## config.mk

```make
export PLATFORM = sky130hd
export DESIGN_NAME = pc_sequencer_flat
export DESIGN_NICKNAME = d
export VERILOG_FILES = /design/src/rtl/pc_sequencer_if.sv /design/src/rtl/pc_sequencer.sv /design/src/flat_wrapper.sv
export SDC_FILE = /design/constraint.sdc
export NUM_CORES = 1
export LEC_CHECK = 0
export BUFFER_PORTS_ARGS = -buffer_cell sky130_fd_sc_hd__buf_2
export CORE_MARGIN = 2
export CORE_UTILIZATION = 60
export DETAILED_ROUTE_END_ITERATION = 16
export PLACE_DENSITY = 0.9
export SYNTH_ARGS = -nofsm -noshare
export SYNTH_HDL_FRONTEND = slang
export SYNTH_SLANG_ARGS = --single-unit
```

## constraint.sdc

```tcl
create_clock -name clk -period 4.9 [get_ports clk]
set_input_delay 0.49 -clock clk [delete_from_list [all_inputs] [get_ports clk]]
set_output_delay 0.49 -clock clk [all_outputs]
set_load 0.05 [all_outputs]
```

## src/rtl/pc_sequencer_if.sv

```systemverilog
// Control and status bundle between the branch/decode logic (master) and the
// PC sequencer (slave).
interface pc_sequencer_if #(
    parameter int PC_WIDTH    = 8,
    parameter int STACK_DEPTH = 4
);
    localparam int LEVEL_WIDTH = $clog2(STACK_DEPTH) + 1;

    logic                   stall;
    logic                   branch_taken;
    logic [PC_WIDTH-1:0]    branch_target;
    logic                   jump;
    logic [PC_WIDTH-1:0]    jump_target;
    logic                   call;
    logic                   ret;
    logic                   halt;
    logic                   resume;
    logic [PC_WIDTH-1:0]    current_pc;
    logic                   halted;
    logic                   fault;
    logic [LEVEL_WIDTH-1:0] stack_level;

    modport master (
        output stall, branch_taken, branch_target, jump, jump_target,
               call, ret, halt, resume,
        input  current_pc, halted, fault, stack_level
    );

    modport slave (
        input  stall, branch_taken, branch_target, jump, jump_target,
               call, ret, halt, resume,
        output current_pc, halted, fault, stack_level
    );
endinterface

```

## src/rtl/pc_sequencer.sv

```systemverilog
// Architectural PC register with next-PC selection, a hardware return-address
// stack and RUN/HALT/FAULT control for the 8-bit core's fetch stage.
module pc_sequencer #(
    parameter int                  PC_WIDTH     = 8,
    parameter int                  STACK_DEPTH  = 4,
    parameter logic [PC_WIDTH-1:0] RESET_VECTOR = '0
) (
    input  logic           clk,
    input  logic           rst_n,
    pc_sequencer_if.slave  bus
);
    localparam int PTR_WIDTH   = $clog2(STACK_DEPTH);
    localparam int LEVEL_WIDTH = PTR_WIDTH + 1;
    localparam logic [LEVEL_WIDTH-1:0] FULL_LEVEL = LEVEL_WIDTH'(STACK_DEPTH);

    typedef enum logic [1:0] {
        ST_RUN,
        ST_HALT,
        ST_FAULT
    } state_t;

    state_t                 state_q;
    logic [PC_WIDTH-1:0]    pc_q;
    logic [LEVEL_WIDTH-1:0] level_q;
    logic                   halted_q;
    logic                   fault_q;

    logic [PC_WIDTH-1:0]    stack_mem [STACK_DEPTH];
    logic [PC_WIDTH-1:0]    pc_plus_one;
    logic [PC_WIDTH-1:0]    stack_top;
    logic [LEVEL_WIDTH-1:0] level_dec;
    logic [LEVEL_WIDTH-1:0] level_inc;
    logic [PTR_WIDTH-1:0]   push_ptr;
    logic [PTR_WIDTH-1:0]   pop_ptr;
    logic                   stack_empty;
    logic                   stack_full;
    logic                   do_push;

    assign pc_plus_one = pc_q + PC_WIDTH'(1);
    assign level_dec   = level_q - LEVEL_WIDTH'(1);
    assign level_inc   = level_q + LEVEL_WIDTH'(1);
    assign push_ptr    = level_q[PTR_WIDTH-1:0];
    assign pop_ptr     = level_dec[PTR_WIDTH-1:0];
    assign stack_top   = stack_mem[pop_ptr];
    assign stack_empty = (level_q == '0);
    assign stack_full  = (level_q == FULL_LEVEL);

    // A push only happens when call is the winning control in RUN; the
    // decode mirrors the priority chain in the state machine below.
    assign do_push = (state_q == ST_RUN) && !bus.stall && !bus.halt &&
                     !bus.ret && bus.call && !stack_full;

    // Stack contents are don't-care after reset, so the storage has no reset.
    always_ff @(posedge clk) begin
        if (do_push) begin
            stack_mem[push_ptr] <= pc_plus_one;
        end
    end

    always_ff @(posedge clk or negedge rst_n) begin
        if (!rst_n) begin
            state_q  <= ST_RUN;
            pc_q     <= RESET_VECTOR;
            level_q  <= '0;
            halted_q <= 1'b0;
            fault_q  <= 1'b0;
        end else begin
            case (state_q)
                ST_RUN: begin
                    if (!bus.stall) begin
                        if (bus.halt) begin
                            state_q  <= ST_HALT;
                            halted_q <= 1'b1;
                        end else if (bus.ret) begin
                            if (stack_empty) begin
                                state_q <= ST_FAULT;
                                fault_q <= 1'b1;
                            end else begin
                                pc_q    <= stack_top;
                                level_q <= level_dec;
                            end
                        end else if (bus.call) begin
                            if (stack_full) begin
                                state_q <= ST_FAULT;
                                fault_q <= 1'b1;
                            end else begin
                                pc_q    <= bus.jump_target;
                                level_q <= level_inc;
                            end
                        end else if (bus.jump) begin
                            pc_q <= bus.jump_target;
                        end else if (bus.branch_taken) begin
                            pc_q <= bus.branch_target;
                        end else begin
                            pc_q <= pc_plus_one;
                        end
                    end
                end
                ST_HALT: begin
                    // PC is not advanced on resume so the halted instruction is re-fetched.
                    if (!bus.stall && bus.resume) begin
                        state_q  <= ST_RUN;
                        halted_q <= 1'b0;
                    end
                end
                ST_FAULT: begin
                end
                default: begin
                    state_q  <= ST_FAULT;
                    halted_q <= 1'b0;
                    fault_q  <= 1'b1;
                end
            endcase
        end
    end

    assign bus.current_pc  = pc_q;
    assign bus.halted      = halted_q;
    assign bus.fault       = fault_q;
    assign bus.stack_level = level_q;
endmodule

```

## src/flat_wrapper.sv

```systemverilog
// flat-port wrapper written by rule: the top's interface ports become plain ports
module pc_sequencer_flat 
#(
    parameter int                  PC_WIDTH     = 8,
    parameter int                  STACK_DEPTH  = 4,
    parameter logic [PC_WIDTH-1:0] RESET_VECTOR = '0
)
  (clk, rst_n, bus_stall, bus_branch_taken, bus_branch_target, bus_jump, bus_jump_target, bus_call, bus_ret, bus_halt, bus_resume, bus_current_pc, bus_halted, bus_fault, bus_stack_level);
  pc_sequencer_if #(.PC_WIDTH(PC_WIDTH), .STACK_DEPTH(STACK_DEPTH)) bus_i ();
  input  logic clk;
  input  logic rst_n;
  input wire logic [$bits(bus_i.stall)-1:0] bus_stall;
  input wire logic [$bits(bus_i.branch_taken)-1:0] bus_branch_taken;
  input wire logic [$bits(bus_i.branch_target)-1:0] bus_branch_target;
  input wire logic [$bits(bus_i.jump)-1:0] bus_jump;
  input wire logic [$bits(bus_i.jump_target)-1:0] bus_jump_target;
  input wire logic [$bits(bus_i.call)-1:0] bus_call;
  input wire logic [$bits(bus_i.ret)-1:0] bus_ret;
  input wire logic [$bits(bus_i.halt)-1:0] bus_halt;
  input wire logic [$bits(bus_i.resume)-1:0] bus_resume;
  output wire logic [$bits(bus_i.current_pc)-1:0] bus_current_pc;
  output wire logic [$bits(bus_i.halted)-1:0] bus_halted;
  output wire logic [$bits(bus_i.fault)-1:0] bus_fault;
  output wire logic [$bits(bus_i.stack_level)-1:0] bus_stack_level;
  assign bus_i.stall = bus_stall;
  assign bus_i.branch_taken = bus_branch_taken;
  assign bus_i.branch_target = bus_branch_target;
  assign bus_i.jump = bus_jump;
  assign bus_i.jump_target = bus_jump_target;
  assign bus_i.call = bus_call;
  assign bus_i.ret = bus_ret;
  assign bus_i.halt = bus_halt;
  assign bus_i.resume = bus_resume;
  assign bus_current_pc = bus_i.current_pc;
  assign bus_halted = bus_i.halted;
  assign bus_fault = bus_i.fault;
  assign bus_stack_level = bus_i.stack_level;
  pc_sequencer #(.PC_WIDTH(PC_WIDTH), .STACK_DEPTH(STACK_DEPTH), .RESET_VECTOR(RESET_VECTOR)) u_core (.clk(clk), .rst_n(rst_n), .bus(bus_i));
endmodule
```

* After elaboration in Yosys (flattened, before gate mapping)
Memories as Yosys holds them, arrays and structs flattened.
Index checks and enable logic that the tools add are counted.
** Cells by class
- $add $sub $neg :: 3
- Equality and inequality tests :: 16
- Multiplexer cells :: 31
- Bitwise operators :: 4
- Reduce and logical (&&, ||, !) cells :: 19
** Operators by type and width (count)
- two-way mux 8 bit :: 6
- AND reduction 6 bit :: 3
- two-way mux 2 bit :: 7
- two-way mux 3 bit :: 4
- two-way mux 1 bit :: 11
- inequality test 2 bit (second input constant) :: 5
- adder 8 x 1 -> 8 bit (second input constant) :: 1
- inequality test 4 x 3 -> 1 bit (second input constant) :: 2
- logical AND 1 bit :: 6
- inequality test 3 x 2 -> 1 bit (second input constant) :: 2
- inequality test 3 bit (second input constant) :: 2
- case mux 2 bit (3 select lines) :: 1
- AND reduction 5 bit :: 1
- zero test 1 bit :: 4
- inequality test 4 bit (second input constant) :: 1
- inverter 1 bit :: 4
- AND reduction 4 bit :: 1
- adder 3 x 1 -> 3 bit (second input constant) :: 1
- == test 3 bit (second input constant) :: 1
- zero test 3 bit :: 1
- case mux 1 bit (3 select lines) :: 1
- subtractor 3 x 1 -> 3 bit (second input constant) :: 1
- == test 2 x 1 -> 1 bit (second input constant) :: 1
- == test 2 bit (second input constant) :: 1
- 5 further kinds :: 5
** Storage, ports and cells
- Flip-flop bits (word level) :: 15
- Memory bits (writable) :: 32
- Input port bits :: 25
- Output and inout bits :: 13
- Word-level logic and storage cells :: 79
- Memories kept :: 1
** Memories
- u_core.stack_mem :: depth 4, bits a word 8, read ports 1, clocked after memory_dff 0, write ports 1, RTL line pc_sequencer.sv:28 : logic [PC_WIDTH-1:0] stack_mem [STACK_DEPTH];

* Logic depth before layout (Yosys ltp)
Gate-level depths: netlist (run 1).
- Depth after elaboration :: 8
- Gate-level depth with buffers :: 8
- Mapped depth without buffers :: 6

* Worst setup path after synthesis (run 1)
Ideal clock, no wire load.
- Path type :: reg-to-reg
- Start :: register u_core.level_q[0], in the netlist u_core.bus.stack_level[0]
- End :: memory u_core.stack_mem[0][0], enable pin
- Library setup time :: 0.332 ns
- Data arrival time :: 2.159 ns
- Data required time :: 4.568 ns
- Slack :: 2.409 ns
- Cell stages (with the launch flop) :: 7
- Path buffers :: 1
- Period minus slack after synthesis :: 2.491 ns
- Path through :: dfrtp_1 > buf_2 > inv_1 > ha_1 > a21boi_0 > nor3b_1 > and2_1
** Between the ends
- Cells in the longest elaborated chain, start to end :: 5
** RTL lines
- start: declaration :: RTL line pc_sequencer.sv:24 : logic [LEVEL_WIDTH-1:0] level_q;
- start signal: assignment :: RTL line pc_sequencer.sv:80 : level_q <= level_dec;
- start signal: assignment :: RTL line pc_sequencer.sv:88 : level_q <= level_inc;
- == test 3 bit :: RTL line pc_sequencer.sv:46 : assign stack_full = (level_q == FULL_LEVEL);
- zero test 1 bit :: RTL line pc_sequencer.sv:51 : !bus.ret && bus.call && !stack_full;
- logical AND 1 bit :: RTL line pc_sequencer.sv:51
- two-way mux 1 bit :: RTL line pc_sequencer.sv:55 : if (do_push) begin
- two-way mux 1 bit (implied by the code) :: RTL line pc_sequencer.sv:56 : stack_mem[push_ptr] <= pc_plus_one;
- end: declaration :: RTL line pc_sequencer.sv:28
Several ways; a longest one is shown, not always the timed one.

* Worst setup path after layout (run 1)
- Start :: register u_core.level_q[0], in the netlist u_core.bus.stack_level[0]
- End :: memory u_core.stack_mem[0][3], enable pin
The elaborated chain is that of the path after synthesis.

==> results.toml, run 1 <==
[synth]
postSynthAreaPerCell_um2 = 12.6
syn_area_um2 = 2470
async_flop_share = 0.319
yosys-top-cells-area = "edfxtp_1, dfrtp_1, mux4_2, ha_1, nor2_1"
synth_edf_count = 32
yosysSeqAreaShare = 0.542
synthFlopType = "edfxtp_1"
yosys.area.top_type = "edfxtp_1"
synth_cell_type_count = 51
yosys_warnings = 0
yosysTopAreaCellShare = 0.390
netlist_instances = 196
ys_seq_elements = 47
syn-num-nets = 230

[global_routing]
antenna_found_initial = 0
grt_max_degree = 25
grt_util_all_layers = 0.235
grt_pass1_vias = 1538
grt_first_pass_wirelength_mm = 7.73
grt_overflow = 0

[routing]
postRouteAntennaNets = 0
vias_per_cell = 6.00
drc = 0
drt_iter0_drc = 143
drt_first_pass_iters = 4
routedWlPerCell_um = 18.0
wl_mm = 5.07
routed-via-count = 1692

[cts]
hold_buffers = 0
htree_levels = 2
cts.clk_slew.worst_paths_ns = 0.09
cts_sinks = 47
cts_setup_buffers = 0
cts_tree = "yes"
clock_path_buffers = 2
ctsResizeCount = 0
clk-insertion-delay-late_ns = 0.31
numCtsBuffers = 5
root_buffer = "clkbuf_8"

[finish]
antennaDiodeCount = 0
multiInputGateArea_um2 = 1040
final_cell_mix = "buf_2, edfxtp_1, dfrtp_1"
seq_area_um2 = 1340
final_common_cell = "buf_2"
nFillCells = 276
drive_gt1_frac = 0.259
syn_to_final_growth_pct = 12.4
final_core_util = 0.698
nNetsFinal = 265

[pwr]
leakage_nw = 1.12
p_per_area_nw_per_um2 = 263
vdd_drop_max_v = 0.000227

[sta]
worst_pin_slew_ns = 0.604
period_share = 0.539
hold_viol = 0
fin_tns_setup_ns = 0
finalClockSkew_ns = 0.00919
relSlewSlack = 0.598
rsz0062_at_grt = "false"
slew_viol_final = 0
finalSetupViolations = 0
fmax_mhz = 379
post-route-min-period_ns = 2.64

[status]
outcome = "finished clean"

[setup_path]
startpoint = "u_core.bus.stack_level[0]$_DFFE_PN0P_"
path_max_fanout = 13
critPathArrivalTime_ns = 2.61
rrSetupSlack_ns = 2.26
r2r_end = "u_core.stack_mem[0][3]$_DFFE_PP_"
required_ns = 4.87
start_kind = "register"
cp-endpoint = "u_core.stack_mem[0][3]$_DFFE_PP_"
r2r_start = "u_core.bus.stack_level[0]$_DFFE_PN0P_"
path_class = "reg -> reg"
cp-end-kind = "register"
r2r_cells = 5

[floorplan]
die-width_um = 68.1
rows = 23
dieArea_um2 = 4640
ios = 38
initial_utilization = 0.621
core_um2 = 3970
fp.dieH_um = 68.1

[placement]
gp_routability_congestion = 0.803
port-buffer-count = 37
dp_hpwl_mm = 3.68

[hold_path]
hp-class = "in -> async"

[job]
cap_viol_max_count = 0
==> per-stage QoR <==
step	total power [mW]	hold WS (ns)	worst slack, ns	instances	instance area, um^2
final	0.730	0.0839	2.26	282	2770
after global routing	0.749	0.105	2.02	282	2770
after CTS	0.733	0.0907	2.25	282	2770
after detailed placement	0.464	0.423	2.27	274	2660
after global placement	0.463	0.421	2.39	274	2660
after floorplan	0.445	0.194	2.41	196	2470
==> critical path, stage by stage, from the launching register on <==
cell	delay (ns)
dfrtp_1	0.73
inv_1	0.18
ha_1	0.30
a21boi_0	0.24
nor3b_1	0.44
and2_1	0.42
==> how the worst min path moves through the flow <==
stage               start                              endpoint  cells past startpoint
global placement    rst_n         u_core.state_q[1]$_DFFE_PN0P_                      1
CTS                 rst_n         u_core.state_q[0]$_DFFE_PN0P_                      1
finish              rst_n         u_core.state_q[1]$_DFFE_PN0P_                      1
floorplan           rst_n  u_core.bus.current_pc[0]$_DFFE_PN0P_                      0
detailed placement  rst_n         u_core.state_q[1]$_DFFE_PN0P_                      1
global route        rst_n         u_core.state_q[0]$_DFFE_PN0P_                      1
==> cells in the mapped netlist, types with 3 or more instances <==
| library cell | count |
|---|---|
| a211oi_1 | 3 |
| a21oi_1 | 9 |
| and2_1 | 4 |
| clkbuf_1 | 5 |
| dfrtp_1 | 15 |
| edfxtp_1 | 32 |
| ha_1 | 9 |
| inv_1 | 11 |
| mux2i_1 | 3 |
| mux4_2 | 8 |
| nand2_1 | 11 |
| nand3_1 | 5 |
| nor2_1 | 13 |
| nor2b_1 | 3 |
| nor3b_1 | 5 |
| o21ai_0 | 6 |
| o22a_1 | 3 |
| o31ai_2 | 3 |
| xnor2_1 | 4 |
| xor2_1 | 4 |
==> cell families after synthesis <==
logic type               synth area share
adder cells (fa/ha/maj)            0.0457
XOR/XNOR                           0.0284
AO/OA/AOI/OAI                       0.133
multiplexers                       0.0852
AND/OR/NAND/NOR                     0.128
flip-flops                          0.542
buffers and inverters              0.0370
==> flip-flops by register name, indices dropped and copies added, names as in the netlist <==
signal,count
u_core.state_q,2
u_core.bus.current_pc,8
u_core.bus.halted,1
u_core.bus.fault,1
u_core.stack_mem,32
u_core.bus.stack_level,3
==> where the power goes <==
group	leakage, nW	total [mW]	switching, mW	internal (mW)
registers	0.507	0.420	0	0.420
clock network	0.0556	0.274	0.125	0.149
logic	0.558	0.0356	0.0212	0.0144
==> per-layer routing <==
metal	vias to the layer above	part of all wire	global-route usage
li1	804	-	-
met1	823	0.47	0.337
met2	55	0.45	0.348
met3	10	0.061	0.0592
met4	0	0.019	0.0875
met5	-	0	0
==> cell type report <==
| cell class | count | area share |
|---|---|---|
| clock buffers | 5 | 0.0248 |
| clock inverters | 3 | 0.0140 |
| inverters | 11 | 0.0149 |
| multi-input cells | 129 | 0.375 |
| flip-flops and latches | 47 | 0.482 |
| well taps | 50 | 0.0226 |
| repair buffers | 37 | 0.0668 |
No activity file was read; power rests on OpenSTA's default activity.
==> run 2: changes to the inputs <==
--- a/config.mk
+++ b/config.mk
@@ -7,9 +7,9 @@
 export LEC_CHECK = 0
 export BUFFER_PORTS_ARGS = -buffer_cell sky130_fd_sc_hd__buf_2
 export CORE_MARGIN = 2
-export CORE_UTILIZATION = 60
+export CORE_UTILIZATION = 51
 export DETAILED_ROUTE_END_ITERATION = 16
-export PLACE_DENSITY = 0.9
+export PLACE_DENSITY = 0.82
 export SYNTH_ARGS = -nofsm -noshare
 export SYNTH_HDL_FRONTEND = slang
 export SYNTH_SLANG_ARGS = --single-unit
==> constraint.sdc (replaced) <==
create_clock -name clk -period 2.1 [get_ports clk]
set_input_delay 0.21 -clock clk [delete_from_list [all_inputs] [get_ports clk]]
set_output_delay 0.21 -clock clk [all_outputs]
set_load 0.05 [all_outputs]
==> results.toml, run 2 (synthesis results as in run 1) <==
[status]
outcome = "finished clean"

[finish]
nFillCells = 350
design_area_um2 = 2850
instances_no_fill = 295
nNetsFinal = 274
final_cell_mix = "buf_2, edfxtp_1, nor2_1, dfrtp_1"
final_common_cell = "buf_2"
seq_area_um2 = 1340
syn_to_final_growth_pct = 15.5
multiInputGateArea_um2 = 1050
largest_reg_flops = 32
antennaDiodeCount = 0
largest-register = "u_core.stack_mem"
drive_gt1_frac = 0.315

[global_routing]
grt_first_pass_wirelength_mm = 8.09
grt_pass1_vias = 1670
grt_util_all_layers = 0.202
grt_overflow = 0
grt_max_degree = 18
antenna_found_initial = 0

[routing]
drt_iter0_drc = 129
drc = 0
drt_first_pass_iters = 4
routedWlPerCell_um = 17.0
wl_mm = 5.02
vias_per_cell = 5.91
routed-via-count = 1742
postRouteAntennaNets = 0

[sta]
rsz0062_at_grt = "true"
finalSetupViolations = 0
post-route-min-period_ns = 2.05
relSlewSlack = 0.694
finalClockSkew_ns = 0.0114
slew_viol_final = 0
period_share = 0.974
hold_viol = 0
worst_pin_slew_ns = 0.456
hold_ws_ns = 0.264
fmax_mhz = 489

[setup_path]
path_class = "reg -> reg"
start_kind = "register"
cp-end-kind = "register"
required_ns = 2.09
critPathArrivalTime_ns = 2.04
path_max_fanout = 8

[placement]
port-buffer-count = 37
dp.cells = 286
dp_hpwl_mm = 3.79
gp_routability_congestion = 0.805
postPlaceCellArea_um2 = 2740

[floorplan]
fp.dieH_um = 73.5
ios = 38
die-width_um = 73.5
core_um2 = 4690
initial_utilization = 0.526
dieArea_um2 = 5410
rows = 25

[cts]
clk-insertion-delay-late_ns = 0.30
cts_sinks = 47
clock_path_buffers = 2
numCtsBuffers = 5
root_buffer = "clkbuf_8"
cts.clk_slew.worst_paths_ns = 0.10
cts_tree = "yes"
cts_setup_buffers = 0
htree_levels = 2

[job]
cap_viol_max_count = 0

[pwr]
leakage_nw = 1.16
vdd_drop_max_v = 0.000311
p_per_area_nw_per_um2 = 573

[hold_path]
hp-class = "in -> reg"
[run 2: changes by cell type in the layout (fill, tap and decap cells not counted), sizes merged]
cell and delta:
buf +8, bufinv -1, clkinv -1, dlygate4sd3 +1, inv +2
[run 2: critical path, stage by stage, from the launching register on]
cell,delay [ns]
dfrtp_1,0.43
inv_1,0.10
ha_1,0.17
or3b_4,0.40
nor3b_1,0.22
buf_4,0.16
and2_2,0.26
[run 2: stage by stage]
step           TNS [ns]  setup WS, ns  utilization  total power, mW
3_5_place_dp          0        0.0605        0.583             1.08
6_report              0        0.0546        0.607             1.63
3_3_place_gp          0         0.119        0.583             1.08
4_1_cts               0        0.0268        0.606             1.65
2_1_floorplan         0      0.000857            -             1.04
5_1_grt          -0.665       -0.0489        0.607             1.69
[run 2: cell type report]
cell class | instances | share of cell area
clock buffer | 5 | 0.0242
tap | 54 | 0.0237
multi-input combinational | 129 | 0.369
inverter | 11 | 0.0145
timing repair buffer | 46 | 0.0896
sequential | 47 | 0.470
clock inverter | 3 | 0.00922
[run 2: power by group]
group          switching (mW)  internal [mW]  total [mW]
combinational          0.0489         0.0373      0.0861
sequential                  0          0.979       0.979
clock                   0.323          0.245       0.568
total                   0.372           1.26        1.63
[run 2: timing repair]
action,in CTS,in global routing
resized for setup,0,3
setup endpoints to repair,0,36
hold endpoints to repair,15,0
hold buffers,1,0
[run 2: final timing paths]
check / slack, ns / cells past startpoint / to / start
max: 0.05 / 6 / u_core.stack_mem[0][0]$_DFFE_PP_ / u_core.state_q[0]$_DFFE_PN0P_
min: 0.26 / 4 / u_core.bus.current_pc[6]$_DFFE_PN0P_ / bus_jump_target[6]
max reg2reg: 0.05 / 6 / u_core.stack_mem[0][0]$_DFFE_PP_ / u_core.state_q[0]$_DFFE_PN0P_
min reg2reg: 0.48 / 1 / u_core.bus.fault$_DFFE_PN0P_ / u_core.bus.fault$_DFFE_PN0P_
max in group asynchronous: 1.45 / 2 / u_core.bus.stack_level[0]$_DFFE_PN0P_ / rst_n
min in group asynchronous: 0.35 / 2 / u_core.bus.current_pc[5]$_DFFE_PN0P_ / rst_n
[run 2: metal layers]
layer  part of all wire  wire length, um  track usage  up-vias
met5                  0                0            0        -
met4              0.014               70       0.0848        0
met3              0.046              233       0.0398        8
met2               0.47             2370        0.313       56
met1               0.47             2340        0.279      854
li1                   -                -            -      824
